**src/rtl/dma_fifo_pkg.sv**
```systemverilog
// dma_fifo_pkg
// Shared definitions for the DMA longword FIFO: default geometry, the
// big-endian byte-lane bit positions, the DMADIR encoding and small helpers
// that map a byte offset onto a lane.
package dma_fifo_pkg;

  localparam int DEPTH_DEFAULT = 8;
  localparam int PTRW_DEFAULT  = 3;

  // Byte offset 0 is the most significant byte of the longword.
  localparam int LANE0_HI = 31;
  localparam int LANE0_LO = 24;
  localparam int LANE1_HI = 23;
  localparam int LANE1_LO = 16;
  localparam int LANE2_HI = 15;
  localparam int LANE2_LO = 8;
  localparam int LANE3_HI = 7;
  localparam int LANE3_LO = 0;

  localparam logic DIR_SCSI_TO_MEM = 1'b0;
  localparam logic DIR_MEM_TO_SCSI = 1'b1;

  // Byte-enable vector for a byte offset; enable bit i covers bits 8i+7:8i,
  // so offset 0 lands on enable bit 3.
  function automatic logic [3:0] lane_enable(input logic [1:0] bo);
    logic [3:0] be;
    case (bo)
      2'd0:    be = 4'b1000;
      2'd1:    be = 4'b0100;
      2'd2:    be = 4'b0010;
      default: be = 4'b0001;
    endcase
    return be;
  endfunction

  // Extract the byte selected by a byte offset from a longword.
  function automatic logic [7:0] lane_byte(input logic [31:0] word,
                                           input logic [1:0]  bo);
    logic [7:0] b;
    case (bo)
      2'd0:    b = word[LANE0_HI:LANE0_LO];
      2'd1:    b = word[LANE1_HI:LANE1_LO];
      2'd2:    b = word[LANE2_HI:LANE2_LO];
      default: b = word[LANE3_HI:LANE3_LO];
    endcase
    return b;
  endfunction

endpackage

```
**src/rtl/dma_fifo_ram.sv**
```systemverilog
// dma_fifo_ram
// DEPTH x 32 storage for the DMA FIFO with per-byte write enables and an
// asynchronous read port. Contents are never reset.
// Ports:
//   CLK      system clock, writes on rising edge
//   wr_addr  entry written
//   wr_data  write data (all four lanes, qualified by wr_be)
//   wr_be    per-byte write enables, bit i covers wr_data[8i+7:8i]
//   rd_addr  entry read
//   rd_data  contents of entry rd_addr (combinational)
module dma_fifo_ram
  import dma_fifo_pkg::*;
#(
  parameter int DEPTH = DEPTH_DEFAULT,
  parameter int PTRW  = PTRW_DEFAULT
) (
  input  logic            CLK,
  input  logic [PTRW-1:0] wr_addr,
  input  logic [31:0]     wr_data,
  input  logic [3:0]      wr_be,
  input  logic [PTRW-1:0] rd_addr,
  output logic [31:0]     rd_data
);

  logic [31:0] mem [DEPTH];

  // Byte-granular write so CPU word halves and SCSI bytes can share an entry.
  always_ff @(posedge CLK) begin
    for (int i = 0; i < 4; i++) begin
      if (wr_be[i]) mem[wr_addr][i*8 +: 8] <= wr_data[i*8 +: 8];
    end
  end

  assign rd_data = mem[rd_addr];

endmodule

```
**src/rtl/dma_fifo.sv**
```systemverilog
// dma_fifo
// Longword FIFO between the CPU bus state machine and the SCSI byte state
// machine. Tracks NI/NO pointers, fill count and byte offset, and produces
// registered status flags. All movement is commanded by strobes.
// Ports:
//   CLK, RESET          clock and synchronous active-high reset
//   CLRFIFO             flush pointers, count, BO and ERR (storage kept)
//   DMADIR              1 = memory to SCSI, 0 = SCSI to memory
//   INCFIFO, DECFIFO    fill count +1 / -1
//   INCNI, INCNO        advance NI / NO
//   INCBO               advance byte offset
//   DIN, WEH, WEL       CPU write of upper / lower halfword into entry NI
//   SWR, SDIN           SCSI byte write into entry NI at lane BO
//   DOUT, SDOUT         entry NO and its lane BO
//   FIFOEMPTY, FIFOFULL registered count==0 / count==DEPTH
//   BOEQ0, BOEQ3        registered BO==0 / BO==3
//   NI, NO, BO          current pointers and byte offset
//   ERR                 sticky overflow/underflow
module dma_fifo
  import dma_fifo_pkg::*;
#(
  parameter int DEPTH = DEPTH_DEFAULT,
  parameter int PTRW  = PTRW_DEFAULT
) (
  input  logic            CLK,
  input  logic            RESET,
  input  logic            CLRFIFO,
  input  logic            DMADIR,
  input  logic            INCFIFO,
  input  logic            DECFIFO,
  input  logic            INCNI,
  input  logic            INCNO,
  input  logic            INCBO,
  input  logic [31:0]     DIN,
  input  logic            WEH,
  input  logic            WEL,
  input  logic            SWR,
  input  logic [7:0]      SDIN,
  output logic [31:0]     DOUT,
  output logic [7:0]      SDOUT,
  output logic            FIFOEMPTY,
  output logic            FIFOFULL,
  output logic            BOEQ0,
  output logic            BOEQ3,
  output logic [PTRW-1:0] NI,
  output logic [PTRW-1:0] NO,
  output logic [1:0]      BO,
  output logic            ERR
);

  localparam logic [PTRW:0]   CNT_FULL = (PTRW+1)'(DEPTH);
  localparam logic [PTRW:0]   CNT_ONE  = (PTRW+1)'(1);
  localparam logic [PTRW-1:0] PTR_ONE  = PTRW'(1);

  logic [PTRW:0]   count_q, count_d;
  logic [PTRW-1:0] ni_q, ni_d, no_q, no_d;
  logic [1:0]      bo_q, bo_d;
  logic            err_q, err_d;
  logic            empty_q, full_q, boeq0_q, boeq3_q;

  logic [3:0]      cpu_be, scsi_be, ram_be;
  logic [31:0]     ram_wdata;

  // Next-state for pointers, count, byte offset and the sticky error.
  // A flush overrides every strobe; a simultaneous inc/dec is a no-op.
  always_comb begin
    ni_d    = ni_q;
    no_d    = no_q;
    bo_d    = bo_q;
    count_d = count_q;
    err_d   = err_q;
    if (CLRFIFO) begin
      ni_d    = '0;
      no_d    = '0;
      bo_d    = '0;
      count_d = '0;
      err_d   = 1'b0;
    end else begin
      if (INCNI) ni_d = ni_q + PTR_ONE;
      if (INCNO) no_d = no_q + PTR_ONE;
      if (INCBO) bo_d = bo_q + 2'd1;
      case ({INCFIFO, DECFIFO})
        2'b10: begin
          if (count_q == CNT_FULL) err_d = 1'b1;
          else                     count_d = count_q + CNT_ONE;
        end
        2'b01: begin
          if (count_q == '0) err_d = 1'b1;
          else               count_d = count_q - CNT_ONE;
        end
        default: ;
      endcase
    end
  end

  // State registers; flags are derived from next-state values so they line
  // up with the count/BO they describe.
  always_ff @(posedge CLK) begin
    if (RESET) begin
      ni_q    <= '0;
      no_q    <= '0;
      bo_q    <= '0;
      count_q <= '0;
      err_q   <= 1'b0;
      empty_q <= 1'b1;
      full_q  <= 1'b0;
      boeq0_q <= 1'b1;
      boeq3_q <= 1'b0;
    end else begin
      ni_q    <= ni_d;
      no_q    <= no_d;
      bo_q    <= bo_d;
      count_q <= count_d;
      err_q   <= err_d;
      empty_q <= (count_d == '0);
      full_q  <= (count_d == CNT_FULL);
      boeq0_q <= (bo_d == 2'd0);
      boeq3_q <= (bo_d == 2'd3);
    end
  end

  // Storage write merge: CPU halfwords win over the SCSI byte on shared
  // lanes. SCSI writes only count when bytes flow into memory. Reset and
  // flush suppress all writes since they outrank every strobe.
  always_comb begin
    cpu_be  = {WEH, WEH, WEL, WEL};
    scsi_be = (SWR && (DMADIR == DIR_SCSI_TO_MEM)) ? lane_enable(bo_q) : 4'b0000;
    ram_be  = (RESET || CLRFIFO) ? 4'b0000 : (cpu_be | scsi_be);
    ram_wdata = '0;
    for (int i = 0; i < 4; i++) begin
      ram_wdata[i*8 +: 8] = cpu_be[i] ? DIN[i*8 +: 8] : SDIN;
    end
  end

  dma_fifo_ram #(
    .DEPTH (DEPTH),
    .PTRW  (PTRW)
  ) u_ram (
    .CLK     (CLK),
    .wr_addr (ni_q),
    .wr_data (ram_wdata),
    .wr_be   (ram_be),
    .rd_addr (no_q),
    .rd_data (DOUT)
  );

  assign SDOUT     = lane_byte(DOUT, bo_q);
  assign FIFOEMPTY = empty_q;
  assign FIFOFULL  = full_q;
  assign BOEQ0     = boeq0_q;
  assign BOEQ3     = boeq3_q;
  assign NI        = ni_q;
  assign NO        = no_q;
  assign BO        = bo_q;
  assign ERR       = err_q;

endmodule

```
**config.mk**
```make
export PLATFORM = sky130hd
export DESIGN_NAME = dma_fifo
export DESIGN_NICKNAME = d
export VERILOG_FILES = /design/src/rtl/dma_fifo_pkg.sv /design/src/rtl/dma_fifo_ram.sv /design/src/rtl/dma_fifo.sv
export SDC_FILE = /design/constraint.sdc
export NUM_CORES = 1
export LEC_CHECK = 0
export ABC_CLOCK_PERIOD_IN_PS = 2470
export CORE_MARGIN = 1.5
export CORE_UTILIZATION = 57
export DETAILED_ROUTE_END_ITERATION = 7
export PLACE_DENSITY = 0.76
export SYNTH_ARGS = -nofsm -noshare
export SYNTH_HDL_FRONTEND = slang
export SYNTH_SLANG_ARGS = --single-unit
export TNS_END_PERCENT = 30
```
**constraint.sdc**
```tcl
create_clock -name CLK -period 2.47 [get_ports CLK]
set_input_delay 0.3705 -clock CLK [delete_from_list [all_inputs] [get_ports CLK]]
set_output_delay 0.3705 -clock CLK [all_outputs]
set_load 0.02 [all_outputs]
```
* Word level (Yosys, flattened, before mapping) *
Memories as Yosys holds them, arrays and structs flattened. A register that Yosys moved wholly into a read port is not among the register bits.
Index checks and enable logic that the tools add are counted.

storage, ports and cells
  logic and storage cells = 62
  bits in registers = 17
  memories = 1
  bits in latches = 0
  memory bits (writable) = 256
  bits in read-only memories = 0

cells by class
  equality and inequality tests = 9
  $mul = 0
  shift operators = 0
  bitwise gates (word level) = 2
  divide/modulo/power cells = 0
  reductions and logical operators = 9
  $lt $le $gt $ge = 0
  multiplexer cells = 27
  add/subtract/negate cells = 5

memory list
  memory     depth  bits a word  read ports  clocked after Yosys merged registers in  write ports  RTL line            text
  u_ram.mem  8      32           1           1                                        1            dma_fifo_ram.sv:25  logic [31:0] mem [DEPTH];

operator list
  operator                                              number
  2-to-1 mux 8 bit                                      4
  case mux 8 bit (3 select lines)                       1
  2-to-1 mux 4 bit                                      5
  case mux 4 bit (3 select lines)                       1
  2-to-1 mux 1 bit                                      10
  equality test 4 bit (second input constant)           2
  zero test 4 bit                                       2
  case mux 4 bit (2 select lines)                       1
  adder 3 x 1 -> 3 bit (second input constant)          2
  equality test 2 bit (second input constant)           3
  2-to-1 mux 3 bit                                      2
  adder 4 x 1 -> 4 bit (second input constant)          1
  equality test 2 x 1 -> 1 bit (second input constant)  2
  zero test 2 bit                                       2
  2-to-1 mux 2 bit                                      2
  inequality test 2 bit (second input constant)         2
  bitwise OR 4 bit                                      1
  subtractor 4 x 1 -> 4 bit (second input constant)     1
  AND reduction 3 bit                                   1
  adder 2 x 1 -> 2 bit (second input constant)          1
  case mux 1 bit (2 select lines)                       1
  nonzero test 2 bit                                    1
  OR reduction 2 bit                                    1
  logical AND 1 bit                                     1
  other kinds (2)                                       2

* Depth between registers and ports, before layout *
  word-level depth = 7
  gate-level depth with buffers = 8
  gate-level depth less buffers = 7

* Hierarchy *
Synthesis repeated with hierarchy kept, for this count alone.

unflattened totals
  cells, all modules = 644
  area total of the unflattened synthesis = 11548.6 µm²

by module, submodules not included
  module        seq. area each (µm²)  times used  cells each  area an instance (µm²)
  dma_fifo_ram  7687.4                1           417         9955.8
  dma_fifo      340.3                 1           227         1592.8

* Worst setup path before layout *
No wires, ideal clock.

  kind = flip-flop to output port
  from = register with a tool-made name
  to = output port SDOUT[1]
  path buffers = 3
  arrival time = 2153 ps
  data required time = 2099 ps
  slack = -54 ps
  cell stages (with the launch flop) = 8
  cells stage by stage = dfxtp_1 -> buf_6 -> buf_2 -> buf_2 -> nor2_1 -> a221oi_1 -> a221oi_2 -> a21oi_1

RTL lines
  item           RTL line        text
  end, declared  dma_fifo.sv:40  output logic [7:0] SDOUT,

==> impl_metrics.sql <==
INSERT INTO impl_metrics (metric_group, metric, value, unit) VALUES
('outcome', 'status', 'finished, violations left', ''),
('outcome', 'violations', 'negative setup slack', ''),
('timing', 'fin_crit_sh', '119', '%'),
('global_route', 'busiest_layer', 'met2', ''),
('placed_design', 'hpwl_after_dpl', '19700', 'µm'),
('floorplan', 'fp-row-count', '51', ''),
('final_layout', 'layout_commonest_cell', 'sky130_fd_sc_hd__edfxtp_1', ''),
('critical_path', 'crit_chain', 'buf_12 > mux4_2 > mux2_4 > a221oi_4 > a21oi_1 > buf_4', ''),
('worst_hold_path', 'min_path_type', 'flop to flop', ''),
('floorplan', 'floorplan_core_area', '19600', 'µm²'),
('critical_path', 'cp_slowest_cell', 'sky130_fd_sc_hd__mux4_2', ''),
('cts', 'clockRootBuffer', 'sky130_fd_sc_hd__clkbuf_16', ''),
('logic_synthesis', 'ys_seq_elements', '276', ''),
('global_route', 'grt_pass1_vias', '7166', ''),
('critical_path', 'worstPathMaxFanout', '5', ''),
('logic_synthesis', 'synthFlopType', 'sky130_fd_sc_hd__edfxtp_1', ''),
('logic_synthesis', 'ys_async_sr_fraction', '0', '%'),
('logic_synthesis', 'synthesis.yosys.warnings', '0', ''),
('route', 'wirelength', '28900', 'µm'),
('logic_synthesis', 'netlist_area_pre_place', '11500', 'µm²'),
('critical_path', 'setup.worst_path.start_class', 'flop', ''),
('critical_path', 'worst-endpoint-required', '2.10', 'ns'),
('floorplan', 'horizontal_extent_of_the_die', '145', 'µm'),
('route', 'via_density', '5.89', ''),
('route', 'drt-initial-drc-count', '907', ''),
('critical_path', 'r2r_setup_slack', '0.27', 'ns'),
('cts', 'tritoncts_num_sinks', '276', ''),
('critical_path', 'timing.critical_path.to_type', 'output pin', ''),
('pwr', 'finalPower', '10200', 'µW'),
('floorplan', 'io-pin-count', '105', ''),
('route', 'route.antenna.remaining_nets', '0', ''),
('logic_synthesis', 'edff_count_synth', '256', ''),
('timing', 'timing.fmax', '341', 'MHz'),
('pwr', 'vdd_drop_max', '584', 'µV'),
('route', 'firstDrtPassIters', '5', ''),
('global_route', 'grt_first_pass_wirelength', '42000', 'µm'),
('final_layout', 'commonest_non_fill_non_tap_cells_in_the_layout', 'sky130_fd_sc_hd__edfxtp_1, sky130_fd_sc_hd__buf_4, sky130_fd_sc_hd__nand2_1', ''),
('final_layout', 'layout-drive-gt1-share', '35.2', '%'),
('job', 'max_cap_viol_count', '0', ''),
('global_route', 'gr-usage-met3', '5.43', '%'),
('timing', 'final_critical_path_setup_slack', '-0.466', 'ns'),
('global_route', 'grt_max_degree', '25', ''),
('critical_path', 'timing.rr.start', 'BO[1]', ''),
('final_layout', 'area_growth', '31.3', '%'),
('timing', 'grt_setup_unrepaired', 'yes', ''),
('placed_design', 'dpl_cell_area', '13600', 'µm²'),
('final_layout', 'register_area', '8100', 'µm²'),
('pwr', 'cellPowerDensity', '677', 'nW/µm²'),
('timing', 'timing.clock.skew', '0.0310', 'ns'),
('floorplan', 'floorplan.die.height', '145', 'µm'),
('final_layout', 'final_core_util', '76.8', '%'),
('critical_path', 'worstPathArrival', '2.57', 'ns'),
('critical_path', 'worst-setup-path-type', 'flop to output pin', ''),
('cts', 'tritoncts', 'built', ''),
('global_route', 'antenna_found_initial', '0', ''),
('timing', 'slew_headroom', '49.7', '%'),
('cts', 'ctsHoldBuffers', '0', ''),
('cts', 'htree_levels', '1', ''),
('timing', 'setup_viol', '35', ''),
('route', 'drc', '0', ''),
('timing', 'report.final.slew_viol_count', '0', ''),
('worst_hold_path', 'holdCritStartpoint', 'ERR', ''),
('logic_synthesis', 'synth.net_count', '752', ''),
('logic_synthesis', 'synth_cells', '690', ''),
('logic_synthesis', 'post_synth_num_cell_types', '43', ''),
('critical_path', 'critPathMaxStageDelay', '0.50', 'ns'),
('final_layout', 'num_antenna_cells', '0', ''),
('global_route', 'grtUsageMet1', '35.9', '%'),
('logic_synthesis', 'yosysSeqAreaShare', '70.6', '%'),
('timing', 'finalHoldViolations', '0', ''),
('final_layout', 'finish.instance_area', '15100', 'µm²');
## layer usage
| metal | routed length (µm) | vias to the layer above |
|---|---|---|
| met5 | 0 | - |
| met4 | 1240 | 0 |
| met3 | 2230 | 72 |
| met2 | 14500 | 359 |
| met1 | 10900 | 3540 |
| li1 | - | 3097 |
## synth_stat cells, drive strengths merged, types with 13 or more instances
master,number,area [µm²]
edfxtp,256,7690
nand2,87,327
nor2,63,236
mux4,48,1080
mux2,40,450
mux2i,21,210
dfxtp,20,400
buf,19,119
nand2b,19,119
clkbuf,18,67.6
a221oi,16,190
inv,13,48.8
## sequential cells by signal, summed over array words and instances, names as in the netlist, named ones only
signal / flops
u_ram.mem: 256
BOEQ0: 1
ERR: 1
BO: 2
NI: 3
FIFOEMPTY: 1
FIFOFULL: 1
count_q: 4
BOEQ3: 1
NO: 3
## through the flow
step	hold slack, ns	instances	worst slack [ns]	setup TNS, ns
6_report	0.498	1200	-0.466	-7.88
5_1_grt	0.517	1200	-0.485	-9.29
4_1_cts	0.490	1192	-0.420	-7.61
3_5_place_dp	0.461	1133	-0.332	-4.08
3_3_place_gp	0.467	1133	-0.276	-3.49
2_1_floorplan	0.518	690	-0.0539	-0.162
## final timing paths
kind                      end  cells past startpoint
min                       ERR                      2
max                  SDOUT[1]                      6
max reg2reg  u_ram.mem[4][25]                      6
min reg2reg               ERR                      2
## worst max-delay path, delay by kind of cell (launching register included)
kind,cells,cell delay (ns)
muxes,2,0.81
AOI/OAI and AO/OA,2,0.49
buffers and inverters,2,0.31
DFF,1,0.41
## kinds of logic after synthesis
kind of cell / synth area share, %
adders and majority gates: 1.09
buffers and inverters: 2.05
muxes: 15.2
xor gates and xnor gates: 0.382
AOI/OAI and AO/OA: 3.57
and+or+nand+nor: 7.14
DFF: 70.6
## repair_timing
action / in CTS / in global routing
pin swaps: 12 / 6
gates resized for setup: 204 / 33
gates cloned: 2 / 0
setup endpoints to repair: 40 / 38
buffers inserted: 10 / 9
## where the power goes
group          internal, µW  switching [µW]  leakage, µW
sequential             5170            18.3      0.00248
combinational           446             473      0.00245
clock                  2420            1660     0.000425
## area by class of cell
cell class | count | share of cell area, %
Sequential cell | 276 | 53.8
Multi-Input combinational cell | 364 | 22.6
Clock inverter | 13 | 1.12
Clock buffer | 34 | 4.66
Tap cell | 265 | 2.20
Inverter | 13 | 0.324
Timing Repair Buffer | 235 | 15.3
No activity file was read; power rests on OpenSTA's default activity.
